**src/rtl/brew_sequencer.sv**
```systemverilog
// Coffee-maker brew sequencer: drives the seconds timer through HEAT, BREW and MILK phases.
// Optional phase watchdog enabled by defining BREW_WATCHDOG_EN.
module brew_sequencer #(
   parameter logic [1:0] HEAT_SECS = 2'd3,
   parameter logic [1:0] BREW_SECS = 2'd2,
   parameter logic [1:0] MILK_SECS = 2'd1
`ifdef BREW_WATCHDOG_EN
   ,parameter int unsigned WDOG_CYCLES = 400000000
`endif
) (
   input  logic       clk_100MHz,
   input  logic       reset,
   input  logic       start,
   input  logic       cancel,
   input  logic [1:0] drink,
   input  logic       t_expired,
   output logic       start_timer,
   output logic [1:0] value,
   output logic       heater,
   output logic       pump,
   output logic       milk_valve,
   output logic       busy,
   output logic       done,
   output logic       fault,
   output logic [2:0] step
);

   typedef enum logic [2:0] {
      IDLE    = 3'd0,
      HEAT    = 3'd1,
      BREW    = 3'd2,
      MILK    = 3'd3,
      RELEASE = 3'd4,
      DONE    = 3'd5,
      FAULT   = 3'd6
   } state_t;

   state_t     state_q, state_d;
   state_t     next_q, next_d;
   logic [1:0] drink_q, drink_d;
   logic [1:0] brew_cnt_q, brew_cnt_d;
   logic [1:0] brew_inc;
   logic       start_timer_q, start_timer_d;
   logic [1:0] value_q, value_d;
   logic       heater_q, heater_d;
   logic       pump_q, pump_d;
   logic       milk_valve_q, milk_valve_d;
   logic       busy_q, busy_d;
   logic       done_q, done_d;
   logic       fault_q, fault_d;
   logic       wdog_hit;

`ifdef BREW_WATCHDOG_EN
   localparam logic [28:0] WDOG_LAST = 29'(WDOG_CYCLES - 1);
   logic [28:0] wdog_cnt_q, wdog_cnt_d;

   // Counter restarts whenever the state changes, so it measures time spent in the current state.
   always_comb begin
      wdog_cnt_d = wdog_cnt_q + 29'd1;
      if (state_d != state_q) begin
         wdog_cnt_d = 29'd0;
      end else begin
         wdog_cnt_d = wdog_cnt_q + 29'd1;
      end
   end

   assign wdog_hit = (wdog_cnt_q == WDOG_LAST) &&
                     ((state_q == HEAT) || (state_q == BREW) ||
                      (state_q == MILK) || (state_q == RELEASE));

   always_ff @(posedge clk_100MHz) begin
      if (reset) begin
         wdog_cnt_q <= 29'd0;
      end else begin
         wdog_cnt_q <= wdog_cnt_d;
      end
   end
`else
   assign wdog_hit = 1'b0;
`endif

   assign brew_inc = brew_cnt_q + 2'd1;

   // Next-state logic; cancel takes priority over phase exit.
   always_comb begin
      state_d    = state_q;
      next_d     = next_q;
      drink_d    = drink_q;
      brew_cnt_d = brew_cnt_q;
      case (state_q)
         IDLE: begin
            if (start && !cancel && (drink != 2'd3)) begin
               state_d    = HEAT;
               drink_d    = drink;
               brew_cnt_d = 2'd0;
            end else begin
               state_d = IDLE;
            end
         end
         HEAT, MILK: begin
            if (cancel) begin
               state_d = RELEASE;
               next_d  = IDLE;
            end else if (t_expired) begin
               state_d = RELEASE;
               next_d  = (state_q == HEAT) ? BREW : DONE;
            end else begin
               state_d = state_q;
            end
         end
         BREW: begin
            if (cancel) begin
               state_d = RELEASE;
               next_d  = IDLE;
            end else if (t_expired) begin
               state_d    = RELEASE;
               brew_cnt_d = brew_inc;
               case (drink_q)
                  2'd1:    next_d = MILK;
                  2'd2:    next_d = (brew_inc >= 2'd2) ? DONE : BREW;
                  default: next_d = DONE;
               endcase
            end else begin
               state_d = BREW;
            end
         end
         RELEASE: begin
            if (cancel) begin
               next_d = IDLE;
            end else begin
               next_d = next_q;
            end
            if (!t_expired) begin
               state_d = cancel ? IDLE : next_q;
            end else begin
               state_d = RELEASE;
            end
         end
         DONE:    state_d = IDLE;
         FAULT:   state_d = FAULT;
         default: state_d = IDLE;
      endcase
      state_d = wdog_hit ? FAULT : state_d;
   end

   // Outputs decoded from the upcoming state so they line up with state_q.
   always_comb begin
      start_timer_d = (state_d == HEAT) || (state_d == BREW) || (state_d == MILK);
      heater_d      = (state_d == HEAT) || (state_d == BREW);
      pump_d        = (state_d == BREW);
      milk_valve_d  = (state_d == MILK);
      busy_d        = (state_d != IDLE);
      done_d        = (state_d == DONE);
      fault_d       = (state_d == FAULT);
      case (state_d)
         HEAT:    value_d = HEAT_SECS;
         BREW:    value_d = BREW_SECS;
         MILK:    value_d = MILK_SECS;
         FAULT:   value_d = 2'd0;
         default: value_d = value_q;
      endcase
   end

   // State and output registers with synchronous reset.
   always_ff @(posedge clk_100MHz) begin
      if (reset) begin
         state_q       <= IDLE;
         next_q        <= IDLE;
         drink_q       <= 2'd0;
         brew_cnt_q    <= 2'd0;
         start_timer_q <= 1'b0;
         value_q       <= 2'd0;
         heater_q      <= 1'b0;
         pump_q        <= 1'b0;
         milk_valve_q  <= 1'b0;
         busy_q        <= 1'b0;
         done_q        <= 1'b0;
         fault_q       <= 1'b0;
      end else begin
         state_q       <= state_d;
         next_q        <= next_d;
         drink_q       <= drink_d;
         brew_cnt_q    <= brew_cnt_d;
         start_timer_q <= start_timer_d;
         value_q       <= value_d;
         heater_q      <= heater_d;
         pump_q        <= pump_d;
         milk_valve_q  <= milk_valve_d;
         busy_q        <= busy_d;
         done_q        <= done_d;
         fault_q       <= fault_d;
      end
   end

   assign start_timer = start_timer_q;
   assign value       = value_q;
   assign heater      = heater_q;
   assign pump        = pump_q;
   assign milk_valve  = milk_valve_q;
   assign busy        = busy_q;
   assign done        = done_q;
   assign fault       = fault_q;
   assign step        = state_q;

endmodule

```
**config.mk**
```make
export PLATFORM = sky130hd
export DESIGN_NAME = brew_sequencer
export DESIGN_NICKNAME = d
export VERILOG_FILES = /design/src/rtl/brew_sequencer.sv
export SDC_FILE = /design/constraint.sdc
export NUM_CORES = 1
export LEC_CHECK = 0
export CORE_MARGIN = 2
export CORE_UTILIZATION = 30
export DETAILED_ROUTE_END_ITERATION = 12
export DONT_BUFFER_PORTS = 1
export MAX_ROUTING_LAYER = met4
export PLACE_DENSITY = 0.53
export SKIP_CTS_REPAIR_TIMING = 1
export SYNTH_ARGS = -nofsm -noshare
export SYNTH_HDL_FRONTEND = slang
export SYNTH_SLANG_ARGS = --single-unit
```
**constraint.sdc**
```tcl
create_clock -name clk_100MHz -period 2 [get_ports clk_100MHz]
set_input_delay 0.6 -clock clk_100MHz [delete_from_list [all_inputs] [get_ports clk_100MHz]]
set_output_delay 0.6 -clock clk_100MHz [all_outputs]
set_load 0.05 [all_outputs]
```
; Word level (Yosys, flattened, before mapping)
; Cells that the tools add are included.
; Widths: inputs -> output; s select.
[totals]
ff_bits = 19
in_bits = 7
out_inout_bits = 12
word_cells = 67
[classes]
n_addsub = 1
magnitude_cmp = 1
n_eq_ne = 18
mux = 21
n_reduce_logical = 14
[ops]
columns = cell, count
row1 = $mux 3, 12
row2 = $pmux 3 s5, 1
row3 = $eq 3x2->1 const B, 4
row4 = $eq 3x3->1 const B, 4
row5 = $pmux 3 s3, 1
row6 = $ne 2x2->1 const B, 4
row7 = $pmux 2 s4, 1
row8 = $eq 3x1->1 const B, 2
row9 = $mux 2, 3
row10 = $ne 3x3->1 const B, 2
row11 = $pmux 3 s2, 1
row12 = $reduce_bool 3->1, 2
row13 = $pmux 2 s2, 1
row14 = $reduce_and 4->1, 1
row15 = $reduce_bool 4->1, 1
row16 = $logic_not 3->1, 1
row17 = $reduce_and 3->1, 1
row18 = $add 2x1->2 const B, 1
row19 = $eq 2x1->1 const B, 1
row20 = $eq 2x2->1 const B, 1
row21 = $ge 2x2->1 const B, 1
row22 = $logic_and 1x1->1, 2
row23 = $logic_or 1x1->1, 2
row24 = $reduce_and 2->1, 1
row25 = other kinds (4), 4

; Longest topological paths before layout
[logic_depth]
depth_word = 8
depth_mapped = 7
mapped_depth_nobuf = 7

; Worst setup path after synthesis
; Ideal clock, no wire load.
[synth_timing]
kind = register to register
start = reg state_q[0] (netlist: step[0])
end = reg value_q[1] (netlist: value[1])
arrival_ps = 1690
required_time_ps = 1872
setup_slack_ps = 182
stages_incl_launch_ff = 7
synth_period_minus_slack_ps = 1818
path_cell_list = dfxtp_1 -> buf_4 -> nor2b_1 -> a31oi_1 -> o31ai_4 -> xor2_1 -> o32ai_1
[synth_between]
elab_chain_cells = 5
[synth_rtl]
columns = item, line_no
row1 = start: declaration, 38  ; state_t state_q, state_d;
row2 = start signal: assignment, 180  ; state_q <= state_d;
row3 = $eq 3x1->1 (tied with other cells), 90  ; case (state_q)
row4 = $reduce_or 2->1 / $mux 3 (equally long branches), "90, 101"
row5 = $pmux 3 s5 *, 90
row6 = $eq 3x3->1 (tied with other cells), 155  ; case (state_d)
row7 = $pmux 2 s4 / $reduce_bool 4->1 (equally long branches), -
row8 = end signal: assignment, 185  ; value_q <= value_d;
row9 = end: declaration, 44  ; logic [1:0] value_q, value_d;
; Mark *: on every way between the ends. The rest lies on a longest branch, timed or not.
; A chain may end at the register's enable or synchronous reset.

; Worst setup path after layout
; Same ends and word-level chain as after synthesis.

==> results.toml <==
[cts]
clock-sinks = 19
root_buffer = "clkbuf_4"
cts_tree = "done"
h-tree-depth = 1
cts_buffer_depth = 2
numCtsBuffers = 3
clk_latency_ps = 310
clk_pin_slew_ps = 120

[route]
firstDrtPassIters = 4
viasPerCell = 5.38
drt-total-wl_mm = 1.98
drt_iter0_markers = 12
drc = 0
ant_nets = 0
vias = 758
routedWlPerCell_um = 14.0

[layout]
nets = 118
syn_to_final_growth_pct = 8.63
final_util = 0.333
antenna_cells = 0
layout_commonest_cell = "dfxtp_1"
layout_common_cells = "dfxtp_1 (19), nor2_1 (12), a21oi_1 (9)"
drive_gt1_frac = 0.139
fillers = 313

[floorplanning]
io-pin-count = 19
fp-row-count = 20
die_h_um = 59.2
start_util = 0.307
die-width_um = 59.2
core-area_um2 = 2980
fp.dieArea_um2 = 3500

[global_route]
grt_max_degree = 16
grt_pass1_wl_mm = 3.35
grt_pass1_vias = 711
antenna_found_initial = 0
overflow = 0
groute.usage.overall = 0.128

[synth]
yosys_register_bits = 19
synth-async-reset-ratio = 0
synth_fp_nets = 114
ys_warn_count = 0
synth_cell_types = 38
synth_ff_type = "dfxtp_1"
yosysSeqAreaShare = 0.416
synthCells = 105
syn-cell-area_um2 = 913
synth_edf_count = 0
syn_avg_cell_area_um2 = 8.70

[timing]
relSlewSlack = 0.661
hold_violations = 0
fin_crit_sh = 0.886
finClkSkew_ps = 11.3
hold_slack_ps = 341
slew_violations = 0
rsz0062_at_grt = "false"
fin_crit_ps = 1770
fmax_ghz = 0.565
worst_pin_slew_ps = 508
fin_ws_ps = 229
finalSetupTns_ps = 0
finalSetupViolCount = 0

[placement]
post-dp-hpwl_mm = 1.43
io_buffer_count = 0
pre_cts_ws_ps = 265
gp_congestion = 0.863

[power_and_ir_drop]
ir_drop_v = 0.000334
cellLeakagePower_nw = 0.364
design_power_total_mw = 0.703
power.density_nw_per_um2 = 708

[hold_path]
hold_class = "in -> reg"

[critical_path]
cp-start-kind = "register"
critPathCaptureType = "register"
criticalPathCategory = "reg -> reg"
cp_data_arrival_time_ps = 1970
crit_required_ps = 2200
cp_max_fo = 13

[outcome]
status = "finished, final reports clean"

[flow_run]
drv_cap = 0
power by group:
| part | switching, mW | internal, mW |
|---|---|---|
| Combinational | 0.0404 | 0.0289 |
| Clock | 0.128 | 0.0763 |
| Sequential | 0.0367 | 0.393 |
| Total | 0.205 | 0.498 |
state kept, by name, indices dropped and copies added (netlist names):
signal and flops:
value 2, start_timer 1, done 1, milk_valve 1, busy 1, next_q 3, fault 1, step 3
pump 1, drink_q 2, brew_cnt_q 2, heater 1
routing by layer:
| metal | routed length [um] | part of all wire | up-vias | global-route usage |
|---|---|---|---|---|
| met5 | 0 | 0 | - | - |
| met4 | 12 | 0.0061 | 0 | 0.0390 |
| met3 | 91 | 0.046 | 2 | 0.0306 |
| met2 | 913 | 0.46 | 21 | 0.192 |
| met1 | 964 | 0.49 | 353 | 0.171 |
| li1 | - | - | 382 | - |
cell usage after synthesis (all sizes together) (2+ instances only):
library cell | number | area share
mux2i | 2 | 0.022
ha | 2 | 0.027
clkbuf | 2 | 0.0082
nor2 | 12 | 0.049
a21oi | 9 | 0.049
o21ai | 6 | 0.033
nand2 | 8 | 0.033
buf | 4 | 0.025
nor2b | 4 | 0.027
inv | 5 | 0.021
a211oi | 2 | 0.016
nand3 | 2 | 0.011
nor3 | 3 | 0.016
dfxtp | 19 | 0.42
or2 | 2 | 0.014
and2b | 2 | 0.016
through the flow:
| stage | std cells | cell area, um2 |
|---|---|---|
| floorplan | 105 | 913 |
| global placement | 137 | 962 |
| global route | 141 | 992 |
| finish | 141 | 992 |
| detailed placement | 137 | 962 |
| CTS | 141 | 992 |
area by class of cell:
cell class,instances,area [um2],area share
Inverter,5,18.8,0.0189
Clock inverter,1,7.51,0.00757
Tap cell,33,41.3,0.0416
Sequential cell,19,380,0.383
Multi-Input combinational cell,75,484,0.488
Clock buffer,3,22.5,0.0227
Timing Repair Buffer,5,37.5,0.0378
worst paths after layout:
| check | startpoint | to | slack, ps | cells after the start |
|---|---|---|---|---|
| max reg2reg | step[0]$_SDFF_PP0_ | value[1]$_SDFFE_PP0P_ | 230 | 5 |
| max | step[0]$_SDFF_PP0_ | value[1]$_SDFFE_PP0P_ | 230 | 5 |
| min reg2reg | next_q[2]$_SDFFE_PP0P_ | next_q[2]$_SDFFE_PP0P_ | 480 | 2 |
| min | reset | value[0]$_SDFFE_PP0P_ | 340 | 1 |
logic make-up after synthesis:
logic type | share of synthesized area
AOI/OAI and AO/OA | 0.244
DFF | 0.416
buffers and inverters | 0.0534
muxes | 0.0219
xor gates and xnor gates | 0.0192
and+or+nand+nor | 0.218
adders and majority gates | 0.0274
critical path, stage by stage (launching register included):
cell and delay (ps):
dfxtp_1 580, and2b_1 260, a21oi_1 150, o31a_1 340
xor2_1 230, o32ai_1 110
Note: power is estimated with default switching activity, not from simulation.
